### src/rtl/mc_ctrl_if.sv
// Control bundle between the multicycle main FSM and the MIPS datapath.
interface mc_ctrl_if #(
  parameter int unsigned CNT_W = 32
);
  logic [5:0]       op;
  logic             mem_ready;
  logic             mem_req;
  logic             IorD;
  logic             IRwrite;
  logic             memwrite;
  logic             memtoreg;
  logic [1:0]       regdst;
  logic             regwrite;
  logic             alusrcA;
  logic [1:0]       alusrcB;
  logic [2:0]       aluop;
  logic [1:0]       pcsrc;
  logic             pcwrite;
  logic             branch;
  logic             branchne;
  logic             illegal_op;
  logic [CNT_W-1:0] instr_count;

  modport master (
    input  op, mem_ready,
    output mem_req, IorD, IRwrite, memwrite, memtoreg, regdst, regwrite,
           alusrcA, alusrcB, aluop, pcsrc, pcwrite, branch, branchne,
           illegal_op, instr_count
  );

  modport slave (
    output op, mem_ready,
    input  mem_req, IorD, IRwrite, memwrite, memtoreg, regdst, regwrite,
           alusrcA, alusrcB, aluop, pcsrc, pcwrite, branch, branchne,
           illegal_op, instr_count
  );
endinterface

### src/rtl/mc_ctrl_fsm.sv
// Main control FSM for the multicycle MIPS datapath: sequences instruction
// phases, handshakes memory wait states, traps illegal opcodes and counts
// retired instructions.
module mc_ctrl_fsm #(
  parameter int unsigned CNT_W           = 32,
  parameter bit          MEM_WAIT        = 1'b1,
  parameter bit          TRAP_ON_ILLEGAL = 1'b1
) (
  input logic       clk,
  input logic       reset,
  mc_ctrl_if.master bus
);

  typedef enum logic [3:0] {
    FETCH  = 4'd0,  DECODE = 4'd1,  MEMADR = 4'd2,  MEMRD = 4'd3,
    MEMWB  = 4'd4,  MEMWR  = 4'd5,  RTEX   = 4'd6,  RTWB  = 4'd7,
    BEQ    = 4'd8,  BNE    = 4'd9,  IEX    = 4'd10, IWB   = 4'd11,
    JUMP   = 4'd12, JAL    = 4'd13, TRAP   = 4'd14
  } state_t;

  localparam logic [5:0] OP_RTYPE = 6'b000000;
  localparam logic [5:0] OP_LW    = 6'b100011;
  localparam logic [5:0] OP_SW    = 6'b101011;
  localparam logic [5:0] OP_BEQ   = 6'b000100;
  localparam logic [5:0] OP_BNE   = 6'b000101;
  localparam logic [5:0] OP_ADDI  = 6'b001000;
  localparam logic [5:0] OP_ANDI  = 6'b001100;
  localparam logic [5:0] OP_ORI   = 6'b001101;
  localparam logic [5:0] OP_SLTI  = 6'b001010;
  localparam logic [5:0] OP_J     = 6'b000010;
  localparam logic [5:0] OP_JAL   = 6'b000011;

  state_t           state;
  state_t           state_nx;
  logic             ready;
  logic             retire;
  logic [CNT_W-1:0] cnt;

  assign ready  = MEM_WAIT ? bus.mem_ready : 1'b1;
  // An instruction retires whenever control re-enters FETCH; TRAP never leaves.
  assign retire = (state_nx == FETCH) && (state != FETCH) && (state != TRAP);
  assign bus.instr_count = cnt;

  // State register and retired-instruction counter.
  always_ff @(posedge clk or negedge reset) begin
    if (!reset) begin
      state <= FETCH;
      cnt   <= '0;
    end else begin
      state <= state_nx;
      if (retire) cnt <= cnt + CNT_W'(1);
    end
  end

  // Next-state selection from current state, opcode and memory handshake.
  always_comb begin
    state_nx = state;
    case (state)
      FETCH:  if (ready) state_nx = DECODE;
      DECODE: begin
        case (bus.op)
          OP_RTYPE:                         state_nx = RTEX;
          OP_LW, OP_SW:                     state_nx = MEMADR;
          OP_BEQ:                           state_nx = BEQ;
          OP_BNE:                           state_nx = BNE;
          OP_ADDI, OP_ANDI, OP_ORI, OP_SLTI: state_nx = IEX;
          OP_J:                             state_nx = JUMP;
          OP_JAL:                           state_nx = JAL;
          default: state_nx = TRAP_ON_ILLEGAL ? TRAP : FETCH;
        endcase
      end
      MEMADR: state_nx = (bus.op == OP_SW) ? MEMWR : MEMRD;
      MEMRD:  if (ready) state_nx = MEMWB;
      MEMWR:  if (ready) state_nx = FETCH;
      RTEX:   state_nx = RTWB;
      IEX:    state_nx = IWB;
      MEMWB, RTWB, BEQ, BNE, IWB, JUMP, JAL: state_nx = FETCH;
      TRAP:   state_nx = TRAP;
      default: state_nx = FETCH;
    endcase
  end

  // Datapath controls decoded from state; everything is held low during reset.
  always_comb begin
    bus.mem_req    = 1'b0;
    bus.IorD       = 1'b0;
    bus.IRwrite    = 1'b0;
    bus.memwrite   = 1'b0;
    bus.memtoreg   = 1'b0;
    bus.regdst     = 2'b00;
    bus.regwrite   = 1'b0;
    bus.alusrcA    = 1'b0;
    bus.alusrcB    = 2'b00;
    bus.aluop      = 3'b000;
    bus.pcsrc      = 2'b00;
    bus.pcwrite    = 1'b0;
    bus.branch     = 1'b0;
    bus.branchne   = 1'b0;
    bus.illegal_op = 1'b0;
    if (reset) begin
      case (state)
        FETCH: begin
          bus.mem_req = 1'b1;
          bus.alusrcB = 2'b01;
          bus.IRwrite = ready;
          bus.pcwrite = ready;
        end
        DECODE: bus.alusrcB = 2'b11;
        MEMADR: begin
          bus.alusrcA = 1'b1;
          bus.alusrcB = 2'b10;
        end
        MEMRD: begin
          bus.mem_req = 1'b1;
          bus.IorD    = 1'b1;
        end
        MEMWB: begin
          bus.memtoreg = 1'b1;
          bus.regwrite = 1'b1;
        end
        MEMWR: begin
          bus.mem_req  = 1'b1;
          bus.IorD     = 1'b1;
          bus.memwrite = ready;
        end
        RTEX: begin
          bus.alusrcA = 1'b1;
          bus.aluop   = 3'b010;
        end
        RTWB: begin
          bus.regdst   = 2'b01;
          bus.regwrite = 1'b1;
        end
        BEQ, BNE: begin
          bus.alusrcA  = 1'b1;
          bus.aluop    = 3'b001;
          bus.pcsrc    = 2'b01;
          bus.branch   = (state == BEQ);
          bus.branchne = (state == BNE);
        end
        IEX: begin
          bus.alusrcA = 1'b1;
          bus.alusrcB = 2'b10;
          case (bus.op)
            OP_ANDI: bus.aluop = 3'b011;
            OP_ORI:  bus.aluop = 3'b100;
            OP_SLTI: bus.aluop = 3'b101;
            default: bus.aluop = 3'b000;
          endcase
        end
        IWB: bus.regwrite = 1'b1;
        JUMP: begin
          bus.pcsrc   = 2'b10;
          bus.pcwrite = 1'b1;
        end
        JAL: begin
          bus.pcsrc    = 2'b10;
          bus.pcwrite  = 1'b1;
          bus.regdst   = 2'b10;
          bus.regwrite = 1'b1;
        end
        TRAP: bus.illegal_op = 1'b1;
        default: ;
      endcase
    end
  end

endmodule

### src/flat_wrapper.sv
// flat-port wrapper written by rule: the top's interface ports become plain ports
module mc_ctrl_fsm_flat 
#(
  parameter int unsigned CNT_W           = 32,
  parameter bit          MEM_WAIT        = 1'b1,
  parameter bit          TRAP_ON_ILLEGAL = 1'b1
)
  (clk, reset, bus_op, bus_mem_ready, bus_mem_req, bus_IorD, bus_IRwrite, bus_memwrite, bus_memtoreg, bus_regdst, bus_regwrite, bus_alusrcA, bus_alusrcB, bus_aluop, bus_pcsrc, bus_pcwrite, bus_branch, bus_branchne, bus_illegal_op, bus_instr_count);
  mc_ctrl_if #(.CNT_W(CNT_W)) bus_i ();
  input logic clk;
  input logic reset;
  input wire logic [$bits(bus_i.op)-1:0] bus_op;
  input wire logic [$bits(bus_i.mem_ready)-1:0] bus_mem_ready;
  output wire logic [$bits(bus_i.mem_req)-1:0] bus_mem_req;
  output wire logic [$bits(bus_i.IorD)-1:0] bus_IorD;
  output wire logic [$bits(bus_i.IRwrite)-1:0] bus_IRwrite;
  output wire logic [$bits(bus_i.memwrite)-1:0] bus_memwrite;
  output wire logic [$bits(bus_i.memtoreg)-1:0] bus_memtoreg;
  output wire logic [$bits(bus_i.regdst)-1:0] bus_regdst;
  output wire logic [$bits(bus_i.regwrite)-1:0] bus_regwrite;
  output wire logic [$bits(bus_i.alusrcA)-1:0] bus_alusrcA;
  output wire logic [$bits(bus_i.alusrcB)-1:0] bus_alusrcB;
  output wire logic [$bits(bus_i.aluop)-1:0] bus_aluop;
  output wire logic [$bits(bus_i.pcsrc)-1:0] bus_pcsrc;
  output wire logic [$bits(bus_i.pcwrite)-1:0] bus_pcwrite;
  output wire logic [$bits(bus_i.branch)-1:0] bus_branch;
  output wire logic [$bits(bus_i.branchne)-1:0] bus_branchne;
  output wire logic [$bits(bus_i.illegal_op)-1:0] bus_illegal_op;
  output wire logic [$bits(bus_i.instr_count)-1:0] bus_instr_count;
  assign bus_i.op = bus_op;
  assign bus_i.mem_ready = bus_mem_ready;
  assign bus_mem_req = bus_i.mem_req;
  assign bus_IorD = bus_i.IorD;
  assign bus_IRwrite = bus_i.IRwrite;
  assign bus_memwrite = bus_i.memwrite;
  assign bus_memtoreg = bus_i.memtoreg;
  assign bus_regdst = bus_i.regdst;
  assign bus_regwrite = bus_i.regwrite;
  assign bus_alusrcA = bus_i.alusrcA;
  assign bus_alusrcB = bus_i.alusrcB;
  assign bus_aluop = bus_i.aluop;
  assign bus_pcsrc = bus_i.pcsrc;
  assign bus_pcwrite = bus_i.pcwrite;
  assign bus_branch = bus_i.branch;
  assign bus_branchne = bus_i.branchne;
  assign bus_illegal_op = bus_i.illegal_op;
  assign bus_instr_count = bus_i.instr_count;
  mc_ctrl_fsm #(.CNT_W(CNT_W), .MEM_WAIT(MEM_WAIT), .TRAP_ON_ILLEGAL(TRAP_ON_ILLEGAL)) u_core (.clk(clk), .reset(reset), .bus(bus_i));
endmodule
### config.mk
export PLATFORM = sky130hd
export DESIGN_NAME = mc_ctrl_fsm_flat
export DESIGN_NICKNAME = d
export VERILOG_FILES = /design/src/rtl/mc_ctrl_if.sv /design/src/rtl/mc_ctrl_fsm.sv /design/src/flat_wrapper.sv
export SDC_FILE = /design/constraint.sdc
export NUM_CORES = 1
export LEC_CHECK = 0
export ABC_AREA = 0
export BUFFER_PORTS_ARGS = -buffer_cell sky130_fd_sc_hd__buf_2
export CORE_UTILIZATION = 57
export DETAILED_ROUTE_END_ITERATION = 8
export PLACE_DENSITY = 0.86
export SLEW_MARGIN = 20
export SYNTH_ARGS = -nofsm -noshare
export SYNTH_HDL_FRONTEND = slang
export SYNTH_SLANG_ARGS = --single-unit
### constraint.sdc
create_clock -name clk -period 4 [get_ports clk]
set_input_delay 0.6 -clock clk [delete_from_list [all_inputs] [get_ports clk]]
set_output_delay 0.6 -clock clk [all_outputs]
set_load 0.01 [all_outputs]
Word level (Yosys, flattened, before mapping)

Cells that the tools add are included.

Register bits after elaboration: 36
Bits in latches: 0
Memory bits (writable): 0
ROM bits: 0
Input port bits: 9
Output and inout bits: 52
Word-level logic and storage cells: 80
Memories kept: 0

Add/subtract/negate cells: 1
Multipliers: 0
Div/mod/pow operators: 0
Magnitude comparators: 0
Eq/ne operators: 25
Shift operators: 0
Muxes and demuxes: 37
Bitwise gates (word level): 0
Reductions and logical operators: 15

Operators by type and width:

| kind                                                                  | number |
|---|---|
| 32-bit by 1-bit adder with 32-bit output, second input constant       | 1 |
| 4-bit case mux with 8 select lines                                    | 1 |
| 4-bit equality test, second input constant                            | 7 |
| 4-bit case mux with 7 select lines                                    | 1 |
| 6-bit by 4-bit equality test with 1-bit output, second input constant | 4 |
| 1-bit 2-to-1 mux                                                      | 21 |
| 3-bit case mux with 3 select lines                                    | 2 |
| 4-bit by 3-bit equality test with 1-bit output, second input constant | 4 |
| 6-bit by 2-bit equality test with 1-bit output, second input constant | 2 |
| 6-bit by 3-bit equality test with 1-bit output, second input constant | 2 |
| 6-bit equality test, second input constant                            | 2 |
| 4-bit 2-to-1 mux                                                      | 3 |
| 2-bit OR reduction                                                    | 5 |
| 4-bit by 2-bit equality test with 1-bit output, second input constant | 2 |
| 4-bit zero test                                                       | 2 |
| 2-bit case mux with 2 select lines                                    | 2 |
| 4-bit OR reduction                                                    | 2 |
| 6-bit zero test                                                       | 1 |
| 2-bit 2-to-1 mux                                                      | 3 |
| 3-bit 2-to-1 mux                                                      | 2 |
| 2-bit case mux with 3 select lines                                    | 1 |
| 5-bit OR reduction                                                    | 1 |
| 4-bit by 1-bit equality test with 1-bit output, second input constant | 1 |
| 4-bit != test, second input constant                                  | 1 |
| other kinds (4)                                                       | 5 |

Depth between registers and ports, before layout

Gate-level depths: netlist of run 1.

Depth after elaboration: 7
Gate-level depth with buffers: 8
Gate-level depth less buffers: 6

Least setup slack after synthesis of run 1

No wires, ideal clock.

Kind: in2reg
Start point: input bus_op[2]
End point: register u_core.cnt[1] (netlist: u_core.bus.instr_count[1])
Setup time: 125 ps
Arrival: 2334 ps
Required time: 3875 ps
Slack: 1541 ps
Stages on the path: 7
Path buffers: 1
Cell sequence: clkbuf_2 -> xnor2_1 -> or4_1 -> a221o_1 -> nor4_4 -> nand2_1 -> mux2_4

Longest elaborated chain between the ends: 7
Elaborated cells between the ends (all ways): 19
Classes of those cells: eq/ne (10); mux (3); reduce/logical (6)

Ends and longest elaborated chain:

| element                                                                      | line               | RTL |
|---|---|---|
| from (decl)                                                                  | flat_wrapper.sv:12 | `input wire logic [$bits(bus_i.op)-1:0] bus_op;` |
| 6-bit by 4-bit equality test with 1-bit output, or another cell as far along | mc_ctrl_fsm.sv:61  | `case (bus.op)` |
| 4-bit OR reduction / 2-bit OR reduction (equally long branches)              | mc_ctrl_fsm.sv:61  |  |
| 4-bit case mux with 7 select lines                                           | mc_ctrl_fsm.sv:61  |  |
| 4-bit case mux with 8 select lines (*)                                       | mc_ctrl_fsm.sv:58  | `case (state)` |
| net u_core.state_nx[1]                                                       | mc_ctrl_fsm.sv:34  | `state_t state_nx;` |
| 4-bit zero test (*)                                                          | mc_ctrl_fsm.sv:41  | `assign retire = (state_nx == FETCH) && (state != FETCH) && (state != TRAP);` |
| 1-bit logical AND (*) (2 in a row)                                           | mc_ctrl_fsm.sv:41  |  |
| to (signal assigned)                                                         | mc_ctrl_fsm.sv:51  | `if (retire) cnt <= cnt + CNT_W'(1);` |
| to (decl)                                                                    | mc_ctrl_fsm.sv:37  | `logic [CNT_W-1:0] cnt;` |

Mark *: on every way through the listed nets, which the timed path passes. The rest lies on a longest branch.
A chain may end at the register's enable or synchronous reset.

Worst setup path in the final report of run 1

Start point: register u_core.state[0]
End point: register u_core.cnt[28] (netlist: u_core.bus.instr_count[28])

Longest elaborated chain between the ends: 5
Elaborated cells between the ends (all ways): 17
Classes of those cells: eq/ne (8); mux (4); reduce/logical (5)

Ends and longest elaborated chain:

| element                                           | line              | RTL |
|---|---|---|
| from (decl)                                       | mc_ctrl_fsm.sv:33 | `state_t state;` |
| from (signal assigned)                            | mc_ctrl_fsm.sv:50 | `state <= state_nx;` |
| 4-bit equality test, or another cell as far along | mc_ctrl_fsm.sv:58 |  |
| 4-bit case mux with 8 select lines (*)            | mc_ctrl_fsm.sv:58 |  |
| net u_core.state_nx[0]                            | mc_ctrl_fsm.sv:34 |  |
| 4-bit zero test (*)                               | mc_ctrl_fsm.sv:41 |  |
| 1-bit logical AND (*) (2 in a row)                | mc_ctrl_fsm.sv:41 |  |

Marks and branches as above.

==> metrics.md, run 1 <==
| Metric | Value |
|---|---|
| Root Buffer Master | clkbuf_8 |
| PwrDens | 557 mW/mm² |
| Final worst path period share | 0.699 |
| Setup CP Type | reg -> reg |
| Setup TNS | 0 ps |
| Area leader, netlist | dfrtp_1 |
| Post-DRT Antenna Nets | 0 |
| Reg clk slew, reported paths | 80 ps |
| Clk sink count | 36 |
| Sequential area share after synthesis | 0.394 |
| # port buffers | 60 |
| # rows | 22 |
| RSZ-0062 raised after global routing | false |
| Netlist cell types | 44 |
| Clock Skew | 8.67 ps |
| Slew HR | 0.274 |
| DR iter-0 viols | 171 |
| Nets@finish | 313 |
| Top cells by count, synth | 36 x dfrtp_1, 34 x xnor2_1, 30 x nand4_1 |
| Cts hold-fix bufs | 0 |
| Max Clk Rate | 358 MHz |
| Vias in the first global route | 1915 |
| Hold Violations, Final | 0 |
| Fillers | approximately 300 |
| Syn avg cell area | 9.14 µm² |
| Synthesized instance count | 250 |
| Initial antenna violation count | 0 |
| Design area | 0.00270 mm² |
| Least-Margin Pin Slew | roughly 1100 ps |
| Synth Register Bits | 36 |
| Area Growth Syn to Fin | 18.1% |
| DRC errors left | 0 |
| Max Root-Sink Buffers | 2 |
| Endpoints failing setup | 0 |
| Post-CTS Resized | 0 |
| Synth top area cells | dfrtp_1 39%, xnor2_1 13%, nand4_1 8.2% |
| H-tree levels | 2 |
| Crit path from | u_core.state[0]$_DFF_PN0_ |
| GRT overflow | 0 |
| Critical path launch point type | flip-flop |
| Top-count cell post-synth | dfrtp_1 |
| Worst Path Max Fanout | 23 |
| DP Area | 0.00259 mm² |
| Data required time of the critical path | approximately 4200 ps |
| Die Wd | between 60 and 70 µm |
| Core area | around 0.0037 mm² |
| Overall Power | 0.00150 W |
| WL per Instance | 15.8 µm |
| Total CTS buffers | 5 |
| Period minus WS final | 2800 ps |
| Pin count of the biggest net entering global routing | 25 |
| Tot GR Track Use | 0.277 |
| WL final | 5550 µm |
| Post-synth EDFFs | 0 |
| DPL Wire Length | 3820 µm |
| Hold Path Class | in -> async |
| # diodes | 0 |
| CP arrival | roughly 3000 ps |
| I/O pins | 61 |
| Syn. warnings | 0 |
| Netlist area before placement | approximately 0.0023 mm² |
| Final Max Slew Viols | 0 |
| FF-to-FF Start | u_core.state[0]$_DFF_PN0_ |
| Die Ht | 65.3 µm |
| Syn_nets | 260 |
| Post-synth top area share | 0.394 |
| Max_cap viols | 0 |
| Fraction of layout cells with a size suffix above 1 | 0.253 |
| Peak supply drop | 0.296 mV |
| TritonRoute pass-1 iters | 4 |
| Routed vias | 2202 |
| Starting Density | 0.610 |
| Status | completed |
| CTS tree | done |
| Setup bufs post-CTS | 0 |
| Critical path capture point type | flip-flop |
| Vias per Instance | ~6.3 |
| Later-pin clock latency in the skew report | 300 ps |
| Commonest register cell after synthesis | dfrtp_1 |
| Leakage power total | 1.27 nW |
| Total die area | 0.00427 mm² |
| Routability cong. | 0.877 |
| Async S/R FF share, synth | 1.00 |
| First-pass GRT wire length | 9140 µm |
[cells in the final DEF (no fill, tap or decap), drive strengths merged, types with 8 or more instances in the layout]
master	instances
buf	64
nand4	30
nor2	14
and3	17
dfrtp	36
nand2	15
nand3	10
and2	10
nor3	8
xnor2	34
[sequential cells by signal, summed over array words and instances, names as in the netlist]
signal / count
u_core.state: 4
u_core.bus.instr_count: 32
[worst max-delay path: stages (launching register included)]
cell      delay, ps
dfrtp_1         740
o21ai_0         180
a221oi_1        270
o221ai_1        230
nor4_4          510
buf_4           360
nand4_1         180
xnor2_1         190
[final timing paths]
check                                                               to  slack [ps]  depth (start not counted)
max in group asynchronous       u_core.bus.instr_count[28]$_DFFE_PN0P_        3100                          2
worst max-delay path            u_core.bus.instr_count[28]$_DFFE_PN0P_        1200                          7
worst min-delay path            u_core.bus.instr_count[12]$_DFFE_PN0P_         250                          1
worst min register to register  u_core.bus.instr_count[31]$_DFFE_PN0P_         480                          1
worst max register to register  u_core.bus.instr_count[28]$_DFFE_PN0P_        1200                          7
min in group clk                u_core.bus.instr_count[31]$_DFFE_PN0P_         480                          1
[metrics by stage]
step	utilization	worst slack (ps)	hold slack, ps	cells
2_1_floorplan	-	1540	304	250
3_3_place_gp	0.691	1180	460	344
3_5_place_dp	0.691	1090	465	344
4_1_cts	0.721	1270	254	352
5_1_grt	0.721	1020	273	352
6_report	0.721	1200	249	352
[cell type report]
type,instances,area (µm²),share of cell area
timing repair buffer,64,330,0.122
sequential,36,901,0.334
tap,48,60.1,0.0223
inverter,4,15.0,0.00556
clock inverter,3,42.5,0.0158
multi-input combinational,192,1280,0.475
clock buffer,5,68.8,0.0255
[routing by layer]
metal  part of all wire  GRT usage
met5                  0          0
met4              0.017      0.103
met3              0.070     0.0382
met2               0.48      0.419
met1               0.43      0.402
[logic make-up after synthesis]
| kind of cell | Yosys count | synth area share |
|---|---|---|
| and+or+nand+nor | 136 | 0.351 |
| DFF | 36 | 0.394 |
| xor gates and xnor gates | 34 | 0.130 |
| buffers and inverters | 22 | 0.0482 |
| AOI/OAI and AO/OA | 20 | 0.0641 |
| muxes | 1 | 0.00657 |
| adders and majority gates | 1 | 0.00548 |
[power by group]
part / internal, W / switching (W) / total [W]
combinational: 0.000249 / 0.000412 / 0.000661
sequential: 0.000408 / 0.000114 / 0.000523
clock: 0.000184 / 0.000135 / 0.000319
total: 0.000842 / 0.000661 / 0.00150
No activity file was read; power rests on OpenSTA's default activity.
==> inputs of run 2 (changes only) <==
CORE_UTILIZATION = 48   (was 57)
PLACE_DENSITY = 0.77   (was 0.86)
clock period = 2.45 ns   (was 4 ns; I/O delays follow)
==> run 2 against run 1 <==
Clock power increased by 62%. Count of clock-buffer cells in the layout did not move. Critical path depth unchanged. Worst hold slack gained 18 ps. Non-clock buffer count up 8. Core utilization is 10 points lower. Sequential power up 49%. Highest routed layer unchanged.
==> metrics.md, run 2 (synthesis results as in run 1) <==
| Metric | Value |
|---|---|
| CP max stage cell | dfrtp_1 (unchanged) |
| Final worst path period share | 0.922 (was 0.699) |
| Final WS setup | 190 ps (was 1200 ps) |
| Largest register FFs | 32 (unchanged) |
| Total CTS buffers | 5 (unchanged) |
| Vias per Instance | 5.77 (was 6.26) |
| Hold Violations, Final | 0 (unchanged) |
| GRT overflow | 0 (unchanged) |
| # port buffers | 60 (unchanged) |
| Initial antenna violation count | 0 (unchanged) |
| DRC errors left | 0 (unchanged) |
| Die Ht | 71.0 µm (was 65.3 µm) |
| Max Clk Rate | 443 MHz (was 358 MHz) |
| # rows | 24 (was 22) |
| Vias in the first global route | 1928 (was 1915) |
| # diodes | 0 (unchanged) |
| Starting Density | 0.511 (was 0.610) |
| TritonRoute pass-1 iters | 6 (was 4) |
| Post-CTS Resized | 0 (unchanged) |
| Least-Margin Pin Slew | 934 ps (was 1080 ps) |
| Nets@finish | 321 (was 313) |
| DPL Wire Length | 3740 µm (was 3820 µm) |
| Routability cong. | 0.845 (was 0.877) |
| Clock Skew | 4.23 ps (was 8.67 ps) |
| Root Buffer Master | clkbuf_8 (unchanged) |
| Post-DRT Antenna Nets | 0 (unchanged) |
| Hold Path Class | in -> async (unchanged) |
| CP max stage delay | 480 ps (was 740 ps) |
| Critical path capture point type | flip-flop (unchanged) |
| Design area | 0.00276 mm² (was 0.00270 mm²) |
| Tot GR Track Use | 0.215 (was 0.277) |
| WP buf/inv | 1 (unchanged) |
| Worst-path cell chain | nor2_1 -> nand3_1 -> a221o_1 -> nor4_4 -> buf_4 -> nand4_1 -> xnor2_1 (was o21ai_0 -> a221oi_1 -> o221ai_1 -> nor4_4 -> buf_4 -> nand4_1 -> xnor2_1) |
| Data required time of the critical path | 2620 ps (was 4170 ps) |
| First-pass GRT wire length | 8630 µm (was 9140 µm) |
| Setup bufs post-CTS | 0 (unchanged) |
| CTS tree | done (unchanged) |
| Sequential Area | 901 µm² (unchanged) |
| Core area | 0.00447 mm² (was 0.00374 mm²) |
| Endpoints failing setup | 0 (unchanged) |
| H-tree levels | 2 (unchanged) |
| Setup CP Type | reg -> reg (unchanged) |
| WL per Instance | 14.1 µm (was 15.8 µm) |
| PwrDens | 910 mW/mm² (was 557 mW/mm²) |
| Most common cell after layout, fill and taps aside | buf_2 (unchanged) |
| Die Wd | 71.0 µm (was 65.3 µm) |
| Routed vias | 2102 (was 2202) |
| Slew HR | 0.375 (was 0.274) |
| Area Growth Syn to Fin | 21.0% (was 18.1%) |
| Final core occ | 0.618 (was 0.721) |
| Final Max Slew Viols | 0 (unchanged) |
| Peak supply drop | 0.476 mV (was 0.296 mV) |
| Worst Path Max Fanout | 17 (was 23) |
| Leakage power total | 1.31 nW (was 1.27 nW) |
| Reg clk slew, reported paths | 70 ps (was 80 ps) |
| Period minus WS final | 2260 ps (was 2800 ps) |
| I/O pins | 61 (unchanged) |
| Commonest cells after routing, fill and taps aside | 60 x buf_2, 36 x dfrtp_1, 34 x xnor2_1 (unchanged) |
| CP arrival | 2430 ps (was 2970 ps) |
| Area taken by multi-input logic gates | 0.00128 mm² (unchanged) |
| WL final | 5130 µm (was 5550 µm) |
| DP Area | 0.00265 mm² (was 0.00259 mm²) |
| Placement Setup Slack | 112 ps (was 1090 ps) |
| Critical path launch point type | flip-flop (unchanged) |
| Max_cap viols | 0 (unchanged) |
| Setup TNS | 0 ps (unchanged) |
| Cts hold-fix bufs | 0 (unchanged) |
| Max Root-Sink Buffers | 2 (unchanged) |
| Pin count of the biggest net entering global routing | 38 (was 25) |
| Clk sink count | 36 (unchanged) |
| DR iter-0 viols | 220 (was 171) |
| Status | completed (unchanged) |
| RSZ-0062 raised after global routing | false (unchanged) |
| Later-pin clock latency in the skew report | 290 ps (was 300 ps) |
| Family with the most delay on the worst path | simple AND/OR/NAND/NOR gates (was flip-flops) |
| Fraction of layout cells with a size suffix above 1 | 0.272 (was 0.253) |
| Total die area | 0.00504 mm² (was 0.00427 mm²) |
| Fillers | 392 (was 301) |
==> run 2: cell types whose count changed in the layout (fill, tap and decap cells not counted) <==
cell / delta
buf_4: +8
==> run 2: metrics by stage <==
step           total power (W)  hold slack (ps)  std cells
2_1_floorplan          0.00169             71.9        250
6_report               0.00252              267        364
3_5_place_dp           0.00201              457        356
5_1_grt                0.00269              330        364
4_1_cts                0.00252              287        364
3_3_place_gp           0.00199              456        356
==> run 2: where the power goes <==
part | switching [W] | internal (W)
combinational | 0.000742 | 0.000479
clock | 0.000216 | 0.000301
sequential | 0.000110 | 0.000668
total | 0.00107 | 0.00145
==> run 2: area by class of cell <==
class | count | share of cell area
Multi-Input combinational cell | 192 | 0.464
Sequential cell | 36 | 0.326
Timing Repair Buffer | 72 | 0.141
Clock buffer | 5 | 0.0249
Tap cell | 52 | 0.0235
Clock inverter | 3 | 0.0154
Inverter | 4 | 0.00543
==> run 2: per-layer routing <==
| layer | up-vias | GRT usage | wire length, µm |
|---|---|---|---|
| met4 | 0 | 0.0689 | 48 |
| met5 | - | 0 | 0 |
| met1 | 1008 | 0.275 | 2340 |
| li1 | 1034 | - | - |
| met3 | 6 | 0.0541 | 217 |
| met2 | 54 | 0.357 | 2520 |
==> run 2: final timing paths <==
kind | slack [ps] | cells after the start | endpoint | from
max in group asynchronous | 1860 | 2 | u_core.bus.instr_count[22]$_DFFE_PN0P_ | reset
hold / removal | 270 | 2 | u_core.bus.instr_count[20]$_DFFE_PN0P_ | reset
setup reg to reg | 190 | 7 | u_core.bus.instr_count[10]$_DFFE_PN0P_ | u_core.state[2]$_DFF_PN0_
hold reg to reg | 470 | 1 | u_core.bus.instr_count[31]$_DFFE_PN0P_ | u_core.bus.instr_count[31]$_DFFE_PN0P_
min in group clk | 420 | 3 | u_core.state[3]$_DFF_PN0_ | bus_op[4]
setup / recovery | 190 | 7 | u_core.bus.instr_count[10]$_DFFE_PN0P_ | u_core.state[2]$_DFF_PN0_
==> inputs of run 3 (changes only) <==
CORE_UTILIZATION = 45   (was 48)
PLACE_DENSITY = 0.73   (was 0.77)
==> run 3 against run 2 <==
Register-to-register slack barely moved. Non-clock buffer count fell by 1. Global-route usage fell by 0.76 points. Maximum frequency fell by 0.24%. Core utilization fell by 3.7 points. Critical endpoint is now u_core.bus.instr_count[30]$_DFFE_PN0P_. First-iteration DRC count fell by 39%. Sequential cell count did not move. Sequential share of layout area fell by 0.39 points. Critical path type unchanged.
==> metrics.md, run 3 (synthesis results as in run 1) <==
| Metric | Value |
|---|---|
| Status | completed (unchanged) |
| Period minus WS final | 2270 ps (was 2260 ps) |
| CTS tree | done (unchanged) |
| Post-Layout Cell Count | 378 (was 364) |
| Routability cong. | 0.878 (was 0.845) |
| Hold Violations, Final | 0 (unchanged) |
| Routed vias | 2123 (was 2102) |
| Total die area | 0.00537 mm² (was 0.00504 mm²) |
| Die Wd | 73.3 µm (was 71.0 µm) |
| WHS | 267 ps (about the same) |
| Slew HR | 0.290 (was 0.375) |
| Final core occ | 0.581 (was 0.618) |
| DPL Wire Length | 3800 µm (was 3740 µm) |
| Setup CP Type | reg -> reg (unchanged) |
| DR iter-0 viols | 134 (was 220) |
| Worst Path Max Fanout | 17 (unchanged) |
| Largest register FFs | 32 (unchanged) |
| Vias in the first global route | 1827 (was 1928) |
| Reg clk slew, reported paths | 70 ps (about the same) |
| Worst-path cell chain | nor3b_1 -> a221oi_1 -> o221ai_1 -> nor4_4 -> buf_6 -> nand4_1 -> xnor2_1 (was nor2_1 -> nand3_1 -> a221o_1 -> nor4_4 -> buf_4 -> nand4_1 -> xnor2_1) |
| Family with the most delay on the worst path | simple AND/OR/NAND/NOR gates (unchanged) |
| Tot GR Track Use | 0.207 (was 0.215) |
| Leakage power total | 1.32 nW (was 1.31 nW) |
| Endpoints failing setup | 0 (unchanged) |
| Post-DRT Antenna Nets | 0 (unchanged) |
| Setup bufs post-CTS | 0 (unchanged) |
| Design area | 0.00280 mm² (was 0.00276 mm²) |
| First-pass GRT wire length | 8690 µm (was 8630 µm) |
| Hold Path Class | in -> async (unchanged) |
| Cts hold-fix bufs | 0 (unchanged) |
| Placed insts | 370 (was 356) |
| CP max stage cell | dfrtp_1 (unchanged) |
| CP arrival | 2440 ps (was 2430 ps) |
| Clk sink count | 36 (unchanged) |
| Critical path capture point type | flip-flop (unchanged) |
| Fraction of layout cells with a size suffix above 1 | 0.270 (was 0.272) |
| Most common cell after layout, fill and taps aside | buf_2 (unchanged) |
| Least-Margin Pin Slew | 1060 ps (was 934 ps) |
| Max Root-Sink Buffers | 2 (unchanged) |
| Commonest cells after routing, fill and taps aside | 60 x buf_2, 36 x dfrtp_1, 34 x xnor2_1 (unchanged) |
| Core area | 0.00482 mm² (was 0.00447 mm²) |
| # diodes | 0 (unchanged) |
| Starting Density | 0.474 (was 0.511) |
| Critical path launch point type | flip-flop (unchanged) |
| H-tree levels | 2 (unchanged) |
| CP max stage delay | 490 ps (was 480 ps) |
| # port buffers | 60 (unchanged) |
| # rows | 25 (was 24) |
| Vias per Instance | 5.62 (was 5.77) |
| Nets@finish | 320 (was 321) |
| Post-CTS Resized | 0 (unchanged) |
| Clock Skew | 5.87 ps (was 4.23 ps) |
| Die Ht | 73.3 µm (was 71.0 µm) |
| PwrDens | 925 mW/mm² (was 910 mW/mm²) |
| Max_cap viols | 0 (unchanged) |
| RSZ-0062 raised after global routing | true (was false) |
| DRC errors left | 0 (unchanged) |
| WL per Instance | 13.9 µm (was 14.1 µm) |
| Pin count of the biggest net entering global routing | 37 (was 38) |
| Peak supply drop | 0.394 mV (was 0.476 mV) |
| Root Buffer Master | clkbuf_8 (unchanged) |
| Later-pin clock latency in the skew report | 290 ps (about the same) |
| Fillers | 439 (was 392) |
| WL final | 5250 µm (was 5130 µm) |
| GRT overflow | 0 (unchanged) |
| TritonRoute pass-1 iters | 5 (was 6) |
| Total CTS buffers | 5 (unchanged) |
| Area Growth Syn to Fin | 22.5% (was 21.0%) |
| DP Area | 0.00266 mm² (was 0.00265 mm²) |
| Final worst path period share | 0.925 (was 0.922) |
| Final Max Slew Viols | 0 (unchanged) |
| Data required time of the critical path | 2630 ps (was 2620 ps) |
| Initial antenna violation count | 0 (unchanged) |
| Max Clk Rate | 441 MHz (was 443 MHz) |
| WP buf/inv | 1 (unchanged) |
| I/O pins | 61 (unchanged) |
## run 3: changes by cell type in the layout (fill, tap and decap cells not counted), sizes merged
cell	delta
buf	-1
clkbuf	+2
clkinv	-1
clkinvlp	-1
## run 3: worst register-to-register path: cells and delay by family, from the launching register on
family,cells,cell delay [ps]
flops,1,490
xor+xnor,1,180
buf+inv,1,230
simple gates,3,690
compound gates,2,560
## run 3: area by class of cell
cell class / count / area (µm²) / area share
multi-input combinational: 192 / 1280 / 0.458
sequential: 36 / 901 / 0.322
timing repair buffer: 71 / 390 / 0.140
tap: 67 / 83.8 / 0.0300
clock inverter: 1 / 30.0 / 0.0107
clock buffer: 7 / 96.3 / 0.0344
inverter: 4 / 15.0 / 0.00537
## run 3: per-layer routing
| metal | routed length [µm] | vias to the layer above | GRT usage |
|---|---|---|---|
| met5 | 0 | - | 0 |
| met4 | 78 | 0 | 0.0654 |
| met3 | 206 | 8 | 0.0439 |
| met2 | 2380 | 56 | 0.305 |
| met1 | 2590 | 1030 | 0.302 |
| li1 | - | 1029 | - |
## run 3: power by group
group | internal, W | total (W) | switching, W
Clock | 0.000359 | 0.000567 | 0.000208
Sequential | 0.000668 | 0.000787 | 0.000118
Combinational | 0.000493 | 0.00123 | 0.000740
## run 3: worst paths after layout
kind / endpoint / depth (start not counted) / startpoint / slack, ps
min in group clk: u_core.state[3]$_DFF_PN0_ / 3 / bus_op[4] / 430
min reg2reg: u_core.bus.instr_count[31]$_DFFE_PN0P_ / 1 / u_core.bus.instr_count[31]$_DFFE_PN0P_ / 480
max reg2reg: u_core.bus.instr_count[30]$_DFFE_PN0P_ / 7 / u_core.state[0]$_DFF_PN0_ / 180
max in group asynchronous: u_core.bus.instr_count[25]$_DFFE_PN0P_ / 2 / reset / 1860
min: u_core.state[3]$_DFF_PN0_ / 2 / reset / 270
max: u_core.bus.instr_count[30]$_DFFE_PN0P_ / 7 / u_core.state[0]$_DFF_PN0_ / 180
## run 3: through the flow
stage	worst slack [ps]	total power, W	setup TNS, ps
floorplan	224	0.00169	0
global placement	148	0.00199	0
detailed placement	79.9	0.00200	0
CTS	164	0.00257	0
global route	-1.21	0.00276	-1.21
finish	185	0.00259	0
